$ cat src/rtl/clock_pkg.sv
// Shared types and constants for the time-of-day core: FSM states, BCD limits
// and the 24-hour to 12-hour display mapping.
package clock_pkg;

  typedef enum logic [1:0] {
    RUN     = 2'd0,
    SET_HR  = 2'd1,
    SET_MIN = 2'd2
  } state_t;

  localparam int ONES_MAX = 9;
  localparam int TENS_MAX = 5;
  localparam int HR_MAX   = 23;
  localparam int MIN_MAX  = 59;

  // 00 -> 12, 01..12 unchanged, 13..23 -> minus 12; returns {tens, ones}
  function automatic logic [7:0] to_12h(input logic [3:0] tens, input logic [3:0] ones);
    logic [4:0] h;
    h = 5'(tens) * 5'd10 + 5'(ones);
    if (h == 5'd0)       h = 5'd12;
    else if (h > 5'd12)  h = h - 5'd12;
    return (h >= 5'd10) ? {4'd1, 4'(h - 5'd10)} : {4'd0, 4'(h)};
  endfunction

endpackage

$ cat src/rtl/bcd_mod_counter.sv
// Two-digit BCD counter wrapping at MODULUS-1 -> 00; carry is combinational
// so a chain of counters advances on the same edge.
module bcd_mod_counter
  import clock_pkg::*;
#(
  parameter int MODULUS = 60
) (
  input  logic       clk,
  input  logic       rst_n,
  input  logic       inc,
  input  logic       clear,
  output logic [3:0] ones,
  output logic [3:0] tens,
  output logic       carry
);

  localparam logic [3:0] LAST_ONES = 4'((MODULUS - 1) % 10);
  localparam logic [3:0] LAST_TENS = 4'((MODULUS - 1) / 10);

  logic at_last;

  assign at_last = (ones == LAST_ONES) && (tens == LAST_TENS);
  assign carry   = inc && at_last;

  always_ff @(posedge clk or negedge rst_n) begin
    if (!rst_n) begin
      ones <= 4'd0;
      tens <= 4'd0;
    end else if (clear) begin
      ones <= 4'd0;
      tens <= 4'd0;
    end else if (inc) begin
      if (at_last) begin
        ones <= 4'd0;
        tens <= 4'd0;
      end else if (ones == 4'(ONES_MAX)) begin
        ones <= 4'd0;
        tens <= tens + 4'd1;
      end else begin
        ones <= ones + 4'd1;
      end
    end
  end

endmodule

$ cat src/rtl/clock_core_param.sv
// Time-of-day core: 1 Hz prescaler, BCD hh:mm:ss, 12/24-hour display and a
// two-button set mode with blinking of the field being adjusted.
//
//   state   | meaning
//   RUN     | time counts, inc key ignored
//   SET_HR  | time frozen, inc adds 1 to hours (no carry)
//   SET_MIN | time frozen, inc adds 1 to minutes; leaving clears seconds
module clock_core_param
  import clock_pkg::*;
#(
  parameter int CLK_HZ      = 50_000_000,
  parameter int BLINK_HZ    = 2,
  parameter int SYNC_STAGES = 2
) (
  input  logic       CLOCK_50,
  input  logic       RESET_N,
  input  logic       btn_mode_n,
  input  logic       btn_inc_n,
  input  logic       mode_12h,
  output logic [3:0] sec_ones,
  output logic [3:0] sec_tens,
  output logic [3:0] min_ones,
  output logic [3:0] min_tens,
  output logic [3:0] hr_ones,
  output logic [3:0] hr_tens,
  output logic       pm,
  output logic [5:0] blank,
  output logic       tick_1s,
  output logic       setting
);

  localparam int PRESC_W    = $clog2(CLK_HZ);
  localparam int BLINK_HALF = CLK_HZ / (2 * BLINK_HZ);
  localparam int BLINK_W    = $clog2(BLINK_HALF + 1);
  localparam logic [PRESC_W-1:0] PRESC_LAST = PRESC_W'(CLK_HZ - 1);
  localparam logic [BLINK_W-1:0] BLINK_LAST = BLINK_W'(BLINK_HALF - 1);

  state_t state, next_state;
  logic [SYNC_STAGES-1:0] mode_sync, inc_sync;
  logic mode_prev, inc_prev, mode_press, inc_press, set_inc;
  logic [PRESC_W-1:0] presc;
  logic [BLINK_W-1:0] blink_cnt;
  logic phase, blink_hr, blink_min;
  logic sec_clear, min_inc, hr_inc, sec_carry, min_carry, hr_carry;
  logic [3:0] s_o, s_t, m_o, m_t, h_o, h_t;
  logic [7:0] hr_disp;

  // synchronisers idle high (key released)
  always_ff @(posedge CLOCK_50 or negedge RESET_N) begin
    if (!RESET_N) begin
      mode_sync <= '1;
      inc_sync  <= '1;
      mode_prev <= 1'b0;
      inc_prev  <= 1'b0;
    end else begin
      mode_sync <= {mode_sync[SYNC_STAGES-2:0], btn_mode_n};
      inc_sync  <= {inc_sync[SYNC_STAGES-2:0], btn_inc_n};
      mode_prev <= ~mode_sync[SYNC_STAGES-1];
      inc_prev  <= ~inc_sync[SYNC_STAGES-1];
    end
  end

  assign mode_press = ~mode_sync[SYNC_STAGES-1] & ~mode_prev;
  assign inc_press  = ~inc_sync[SYNC_STAGES-1] & ~inc_prev;
  assign set_inc    = inc_press & ~mode_press;
  assign tick_1s    = (state == RUN) && (presc == PRESC_LAST);

  always_ff @(posedge CLOCK_50 or negedge RESET_N) begin
    if (!RESET_N) state <= RUN;
    else          state <= next_state;
  end

  always_comb begin
    next_state = state;
    sec_clear  = 1'b0;
    min_inc    = 1'b0;
    hr_inc     = 1'b0;
    case (state)
      RUN: begin
        if (mode_press) next_state = SET_HR;
        min_inc = sec_carry;
        hr_inc  = min_carry;
      end
      SET_HR: begin
        if (mode_press) next_state = SET_MIN;
        hr_inc = set_inc;
      end
      SET_MIN: begin
        if (mode_press) begin
          next_state = RUN;
          sec_clear  = 1'b1;
        end
        min_inc = set_inc;
      end
      default: next_state = RUN;
    endcase
  end

  always_ff @(posedge CLOCK_50 or negedge RESET_N) begin
    if (!RESET_N)                          presc <= '0;
    else if (state != RUN || presc == PRESC_LAST) presc <= '0;
    else                                   presc <= presc + 1'b1;
  end

  always_ff @(posedge CLOCK_50 or negedge RESET_N) begin
    if (!RESET_N) begin
      blink_cnt <= BLINK_LAST;
      phase     <= 1'b0;
    end else if (blink_cnt == '0) begin
      blink_cnt <= BLINK_LAST;
      phase     <= ~phase;
    end else begin
      blink_cnt <= blink_cnt - 1'b1;
    end
  end

  bcd_mod_counter #(.MODULUS((TENS_MAX + 1) * 10)) u_sec (
    .clk(CLOCK_50), .rst_n(RESET_N), .inc(tick_1s), .clear(sec_clear),
    .ones(s_o), .tens(s_t), .carry(sec_carry)
  );

  bcd_mod_counter #(.MODULUS(MIN_MAX + 1)) u_min (
    .clk(CLOCK_50), .rst_n(RESET_N), .inc(min_inc), .clear(1'b0),
    .ones(m_o), .tens(m_t), .carry(min_carry)
  );

  // hours carry marks midnight; nothing downstream needs a day count
  bcd_mod_counter #(.MODULUS(HR_MAX + 1)) u_hr (
    .clk(CLOCK_50), .rst_n(RESET_N), .inc(hr_inc), .clear(1'b0),
    .ones(h_o), .tens(h_t), .carry(hr_carry)
  );

  assign hr_disp = mode_12h ? to_12h(h_t, h_o) : {h_t, h_o};

  always_ff @(posedge CLOCK_50 or negedge RESET_N) begin
    if (!RESET_N) begin
      {sec_ones, sec_tens, min_ones, min_tens, hr_ones, hr_tens} <= '0;
      pm        <= 1'b0;
      blink_hr  <= 1'b0;
      blink_min <= 1'b0;
      setting   <= 1'b0;
    end else begin
      sec_ones  <= s_o;
      sec_tens  <= s_t;
      min_ones  <= m_o;
      min_tens  <= m_t;
      hr_ones   <= hr_disp[3:0];
      hr_tens   <= hr_disp[7:4];
      pm        <= (h_t == 4'd2) || (h_t == 4'd1 && h_o >= 4'd2);
      blink_hr  <= phase && (state == SET_HR);
      blink_min <= phase && (state == SET_MIN);
      setting   <= (state != RUN);
    end
  end

  // leading-zero blank follows the mode input directly, so it is valid in reset
  assign blank = {blink_hr | (mode_12h & (hr_tens == 4'd0)) | (hr_carry & 1'b0),
                  blink_hr, blink_min, blink_min, 2'b00};

endmodule
$ cat config.mk
export PLATFORM = sky130hd
export DESIGN_NAME = clock_core_param
export DESIGN_NICKNAME = d
export VERILOG_FILES = /design/src/rtl/clock_pkg.sv /design/src/rtl/bcd_mod_counter.sv /design/src/rtl/clock_core_param.sv
export SDC_FILE = /design/constraint.sdc
export NUM_CORES = 1
export LEC_CHECK = 0
export CAP_MARGIN = 20
export CORE_UTILIZATION = 53
export DETAILED_ROUTE_END_ITERATION = 8
export PLACE_DENSITY_LB_ADDON = 0.15
export SLEW_MARGIN = 20
export SYNTH_ARGS = -nofsm -noshare
export SYNTH_HDL_FRONTEND = slang
export SYNTH_SLANG_ARGS = --single-unit
$ cat constraint.sdc
create_clock -name CLOCK_50 -period 2.6 [get_ports CLOCK_50]
set_input_delay 0.65 -clock CLOCK_50 [delete_from_list [all_inputs] [get_ports CLOCK_50]]
set_output_delay 0.65 -clock CLOCK_50 [all_outputs]
set_load 0.05 [all_outputs]
=== Word level (Yosys, flattened, before mapping) ===
Cells that the tools add are included.

* Output and inout port bits: 33
* Bits in registers: 111

* Muxes and demuxes: 30
* Bitwise operators: 11
* Order comparisons: 3
* Reductions and logical operators: 24
* Equality and inequality tests: 14
* $mul: 1
* Add/subtract/negate cells: 11

{| class="wikitable"
|+ Operators with widths
! operator !! number
|-
| $mux W4 || 16
|-
| $add A26 B1 Y26 const B || 1
|-
| $eq A26 B26 Y1 const B || 1
|-
| $mux W26 || 1
|-
| $add A4 B1 Y4 const B || 6
|-
| $logic_not A24 Y1 || 1
|-
| $mux W24 || 1
|-
| $sub A24 B1 Y24 const B || 1
|-
| $mux W5 || 3
|-
| $eq A4 B4 Y1 const B || 3
|-
| $logic_and A1 B1 Y1 || 9
|-
| $eq A4 B2 Y1 const B || 2
|-
| $eq A4 B3 Y1 const B || 2
|-
| $mux W8 || 1
|-
| $reduce_bool A2 Y1 || 4
|-
| $mux W2 || 3
|-
| $ne A2 B2 Y1 const B || 3
|-
| $not A1 Y1 || 6
|-
| $pmux W2 S3 || 1
|-
| $reduce_and A2 Y1 || 3
|-
| $add A5 B4 Y5 || 1
|-
| $ge A5 B4 Y1 const B || 1
|-
| $gt A5 B4 Y1 const B || 1
|-
| $logic_not A5 Y1 || 1
|-
| other kinds (16) || 22
|}

=== Longest topological paths before layout ===
* Word-level depth: 8
* Mapped depth: 13

=== Hierarchy ===
From an unflattened synthesis, not the netlist that was laid out.

* Cells, all modules: 508
* Area, all modules: 5460.2 µm²

{| class="wikitable"
|+ Modules (own cells, without submodules)
! module !! sequential area each (µm²) !! cells an instance !! area an instance (µm²) !! instances
|-
| clock_core_param || 2202.1 || 361 || 3936.3 || 1
|-
| bcd_mod_counter (u_min ...) || 200.2 || 48 || 510.5 || 2
|-
| bcd_mod_counter (u_hr) || 200.2 || 51 || 503.0 || 1
|}

=== Worst setup path before layout ===
OpenSTA, ideal clock, no wires.

* Path type: register to register
* Start point: reg u_hr.tens[0]
* End point: reg hr_ones[1]
* Arrival time: 2.589 ns
* Stages on the path, launching flop included: 13
* Path slack: -0.071 ns
* Cell sequence: dfrtp_1 > ha_1 > ha_1 > a21oi_1 > a21oi_1 > or2_2 > a21oi_1 > nor2_1 > ha_1 > inv_1 > nand2_1 > o221a_2 > a31oi_1

* Cells in the longest elaborated chain, start to end: 8

{| class="wikitable"
|+ RTL lines
! item !! line !! text
|-
| start, declared || bcd_mod_counter.sv:13 || <nowiki>output logic [3:0] tens,</nowiki>
|-
| start signal, assigned || bcd_mod_counter.sv:38 || <nowiki>tens <= tens + 4'd1;</nowiki>
|-
| $mul A4 B3 Y4 * || clock_pkg.sv:19 || <nowiki>h = 5'(tens) * 5'd10 + 5'(ones);</nowiki>
|-
| $add A5 B4 Y5 * || clock_pkg.sv:19 ||
|-
| $sub A5 B4 Y5 or $gt A5 B4 Y1 (tied branches) || clock_pkg.sv:21 || <nowiki>else if (h > 5'd12) h = h - 5'd12;</nowiki>
|-
| $mux W5 || clock_pkg.sv:21 ||
|-
| $mux W5 * || clock_pkg.sv:20 || <nowiki>if (h == 5'd0) h = 5'd12;</nowiki>
|-
| $sub A4 B4 Y4 or $ge A5 B4 Y1 (tied branches) || clock_pkg.sv:22 || <nowiki>return (h >= 5'd10) ? {4'd1, 4'(h - 5'd10)} : {4'd0, 4'(h)};</nowiki>
|-
| $mux W5 * || clock_pkg.sv:22 ||
|-
| $mux W8 * || clock_core_param.sv:133 || <nowiki>assign hr_disp = mode_12h ? to_12h(h_t, h_o) : {h_t, h_o};</nowiki>
|-
| via hr_disp[1] || clock_core_param.sv:46 || <nowiki>logic [7:0] hr_disp;</nowiki>
|-
| end signal, assigned || clock_core_param.sv:147 || <nowiki>hr_ones <= hr_disp[3:0];</nowiki>
|-
| end, declared || clock_core_param.sv:24 || <nowiki>output logic [3:0] hr_ones,</nowiki>
|}

The timed path passes the listed nets; every way through them passes the cells marked *.
A chain may end at the register's enable or synchronous reset.

=== Final worst setup path ===
* Start point: reg presc[16]
* End point: out tick_1s

* Cells in the longest elaborated chain, start to end: 2

{| class="wikitable"
|+ RTL lines
! item !! line !! text
|-
| start, declared || clock_core_param.sv:41 || <nowiki>logic [PRESC_W-1:0] presc;</nowiki>
|-
| start signal, assigned || clock_core_param.sv:102 || <nowiki>else presc <= presc + 1'b1;</nowiki>
|-
| $eq A26 B26 Y1 || clock_core_param.sv:66 || <nowiki>assign tick_1s = (state == RUN) && (presc == PRESC_LAST);</nowiki>
|-
| $logic_and A1 B1 Y1 || clock_core_param.sv:66 ||
|-
| end, declared || clock_core_param.sv:28 || <nowiki>output logic tick_1s,</nowiki>
|}

Every way passes these cells.

==> results.md <==
* GRT overflow at 0
* Antenna-violating nets left at 0
* Yosys top cell by area: dfrtp_1
* CTS tree: done
* Detailed Route WL at 10100 um
* Post-synth cell types at 66
* Share of the synthesized area in the top cell type at 0.425
* Final-report hold violation count at 0
* Number of synthesized flops with an enable pin at 0
* Leak at 2.76 nW
* Ant diodes at 0
* DR vias at 3827
* RSZ-0062 raised after global routing: yes
* Initial DRC count at 109
* Fmax at 371 MHz
* Syn Area/Cell at 10.4 um2
* Die Width at 103 um
* Area after DPL at 6050 um2
* Simple-Gate Fraction of Synth Area at 0.228
* Ys flop type: dfrtp_1
* Root buffer cell: clkbuf_8
* Clk_lat worst skew at 390 ps
* Buffer depth of the longest clock path at 2
* Seq/Total Area, Yosys at 0.523
* Core ar. at 9770 um2
* Power Density at 743 nW/um2
* Initial Util at 0.549
* Synth Area in Compound Gates at 0.0658
* Placed Cells at 696
* Via count of the first global-routing pass at 3870
* Failing checks: setup timing
* Crit start category: flip-flop
* Antenna violations before repair at 0
* Clock Sinks at 111
* Tot Pwr at 0.00474 W
* Die Y at 103 um
* Pin count of the biggest net entering global routing at 57
* Fin area at 6380 um2
* H-tree depth at 3
* Critical Path Fanout Max at 2
* Share of post-route cells with drive strength above 1 at 0.211
* I/O Pins at 38
* Maximum VDD drop at 0.505 mV
* # DRC at 0
* Nets@finish at 610
* Xor and xnor area share after synthesis at 0.0793
* Adder-cell share of the synthesized area at 0.0504
* HP Class: in2async
* Synth area leaders: dfrtp_1, dfstp_2, nor2_1
* Area Growth Syn to Fin at 18.9%
* Placer Congestion at 0.826
* Die Area at 10500 um2
* Slew headroom at 0.571
* Hpwl dp at 6940 um
* Max-cap violations at 0
* Crit path arrival time at 2040 ps
* Status: finished with violations
* Ys async rst share at 1.00
* Crit share post-route at 1.04
* Fin cells at 722
* Minimum clock period at 2690 ps
* Max Clock Skew at 21.1 ps
* Largest family of logic cells by synthesized area: simple AND/OR/NAND/NOR gates
* TritonCTS Buffers at 9
* Kind of critical path: reg2out
* Mean number of vias per cell at 5.30
* Setup TNS at -94.3 ps
* Worst path required time at 1950 ps
* Final worst slack at -94.3 ps
* Final setup viols at 1
* First-pass GRT wire length at 17400 um
* Overall Global Routing Usage at 0.212
* Router iterations before antenna repair at 4
* Cell Area, Synth at 5360 um2
* Worst-Margin Slew at 638 ps
* Post-synthesis mux area share at 0.0205
* Synthesized instance count at 517
* Synthesis-stage register bit count at 111
* Slew Viols, Final at 0
* Row count at 36
* Wire length per cell at 14.0 um
* CTS clock-pin slew for the worst setup and hold paths at 100 ps
* Port bufs at 35
* Yosys warnings at 0
* Dpl ws at -53.0 ps
* Crit end category: primary output
-- worst paths after layout --
kind,slack (ps),from,cells after the start,to
worst min register to register,360,mode_sync[0]$_DFF_PN1_,0,mode_sync[1]$_DFF_PN1_
min in group CLOCK_50,360,mode_sync[0]$_DFF_PN1_,0,mode_sync[1]$_DFF_PN1_
worst max-delay path,-90,presc[16]$_DFF_PN0_,5,tick_1s
worst min-delay path,180,RESET_N,1,presc[0]$_DFF_PN0_
max in group asynchronous,1690,RESET_N,2,mode_sync[0]$_DFF_PN1_
worst max register to register,60,u_hr.tens[0]$_DFFE_PN0P_,12,hr_ones[1]$_DFF_PN0_
-- kinds of logic (layout without fill, tap and decap cells) --
kind of cell             Yosys count  after routing
AND/OR/NAND/NOR                  234            234
XOR/XNOR                          47             47
adder cells (fa/ha/maj)           21             21
flip-flops                       111            111
AO/OA/AOI/OAI                     55             55
buffers and inverters             38            109
multiplexers                      10             10
other                              1              2
-- report_power, final --
part           internal, W  switching, W
clock network     0.000366      0.000598
logic             0.000671       0.00101
registers          0.00191      0.000183
-- per-layer routing --
layer,track usage,vias to the layer above,wire length [um]
met5,0,-,0
met4,0.0736,0,155
met3,0.0441,9,299
met2,0.343,64,4960
met1,0.284,1863,4680
li1,-,1891,-
-- state kept, by name, summed over array words and instances, names as in the netlist, 2 cells and up --
register    flops
blink_cnt      24
hr_ones         4
hr_tens         4
inc_sync        2
min_ones        4
min_tens        4
mode_sync       2
presc          26
sec_ones        4
sec_tens        4
state           2
u_hr.ones       4
u_hr.tens       4
u_min.ones      4
u_min.tens      4
u_sec.ones      4
u_sec.tens      4
-- Yosys cell counts (6+ instances only) --
library cell  number
o21ai_0           20
xnor2_1           21
nand3_1           25
xor2_1            25
clkbuf_1           8
or3_1              9
a21oi_1           11
and3_1             9
nor2_1            74
or2_2              6
inv_1             20
nor2b_1            7
ha_1              20
nor4_1             7
dfstp_2           20
nand2b_1           6
dfrtp_1           91
mux2_2             7
nor3_1            15
nand2_1           43
-- layout by cell type, fill, tap and decap left out, types with 16 or more instances in the layout --
| cell | instances |
|---|---|
| xnor2_1 | 21 |
| clkdlybuf4s50_1 | 32 |
| inv_1 | 18 |
| xor2_1 | 24 |
| nand2_1 | 42 |
| buf_4 | 37 |
| nor2_1 | 72 |
| nand3_1 | 24 |
| o21ai_0 | 20 |
| dfrtp_1 | 90 |
| ha_1 | 16 |
| dfstp_2 | 20 |
-- area by class of cell --
type                       instances  area [um2]
timing repair buffer              72         658
multi-input combinational        369        2490
clock inverter                     6        52.6
fill                             803        3400
inverter                          21        81.3
sequential                       111        2800
tap                              133         166
clock buffer                      10         128
-- repair_timing --
item,in CTS,in global routing
endpoints found under the hold margin,0,0
setup endpoints to repair,5,6
gates resized for setup,4,14
setup buffers,6,4
hold buffers,0,0
pin swaps,4,8
gates cloned,0,0
-- worst max-delay path, cell delays in order, from the launching register on --
cell and delay [ps]:
dfrtp_1 390, or4bb_1 550, nor4_4 350, nand3_2 150, inv_4 110, buf_12 130
-- per-stage QoR --
stage / hold slack (ps) / util
2_1_floorplan: 345 / -
6_report: 184 / 0.652
3_5_place_dp: 347 / 0.619
3_3_place_gp: 348 / 0.619
5_1_grt: 195 / 0.652
4_1_cts: 179 / 0.644
(Power assumes the default switching activity.)
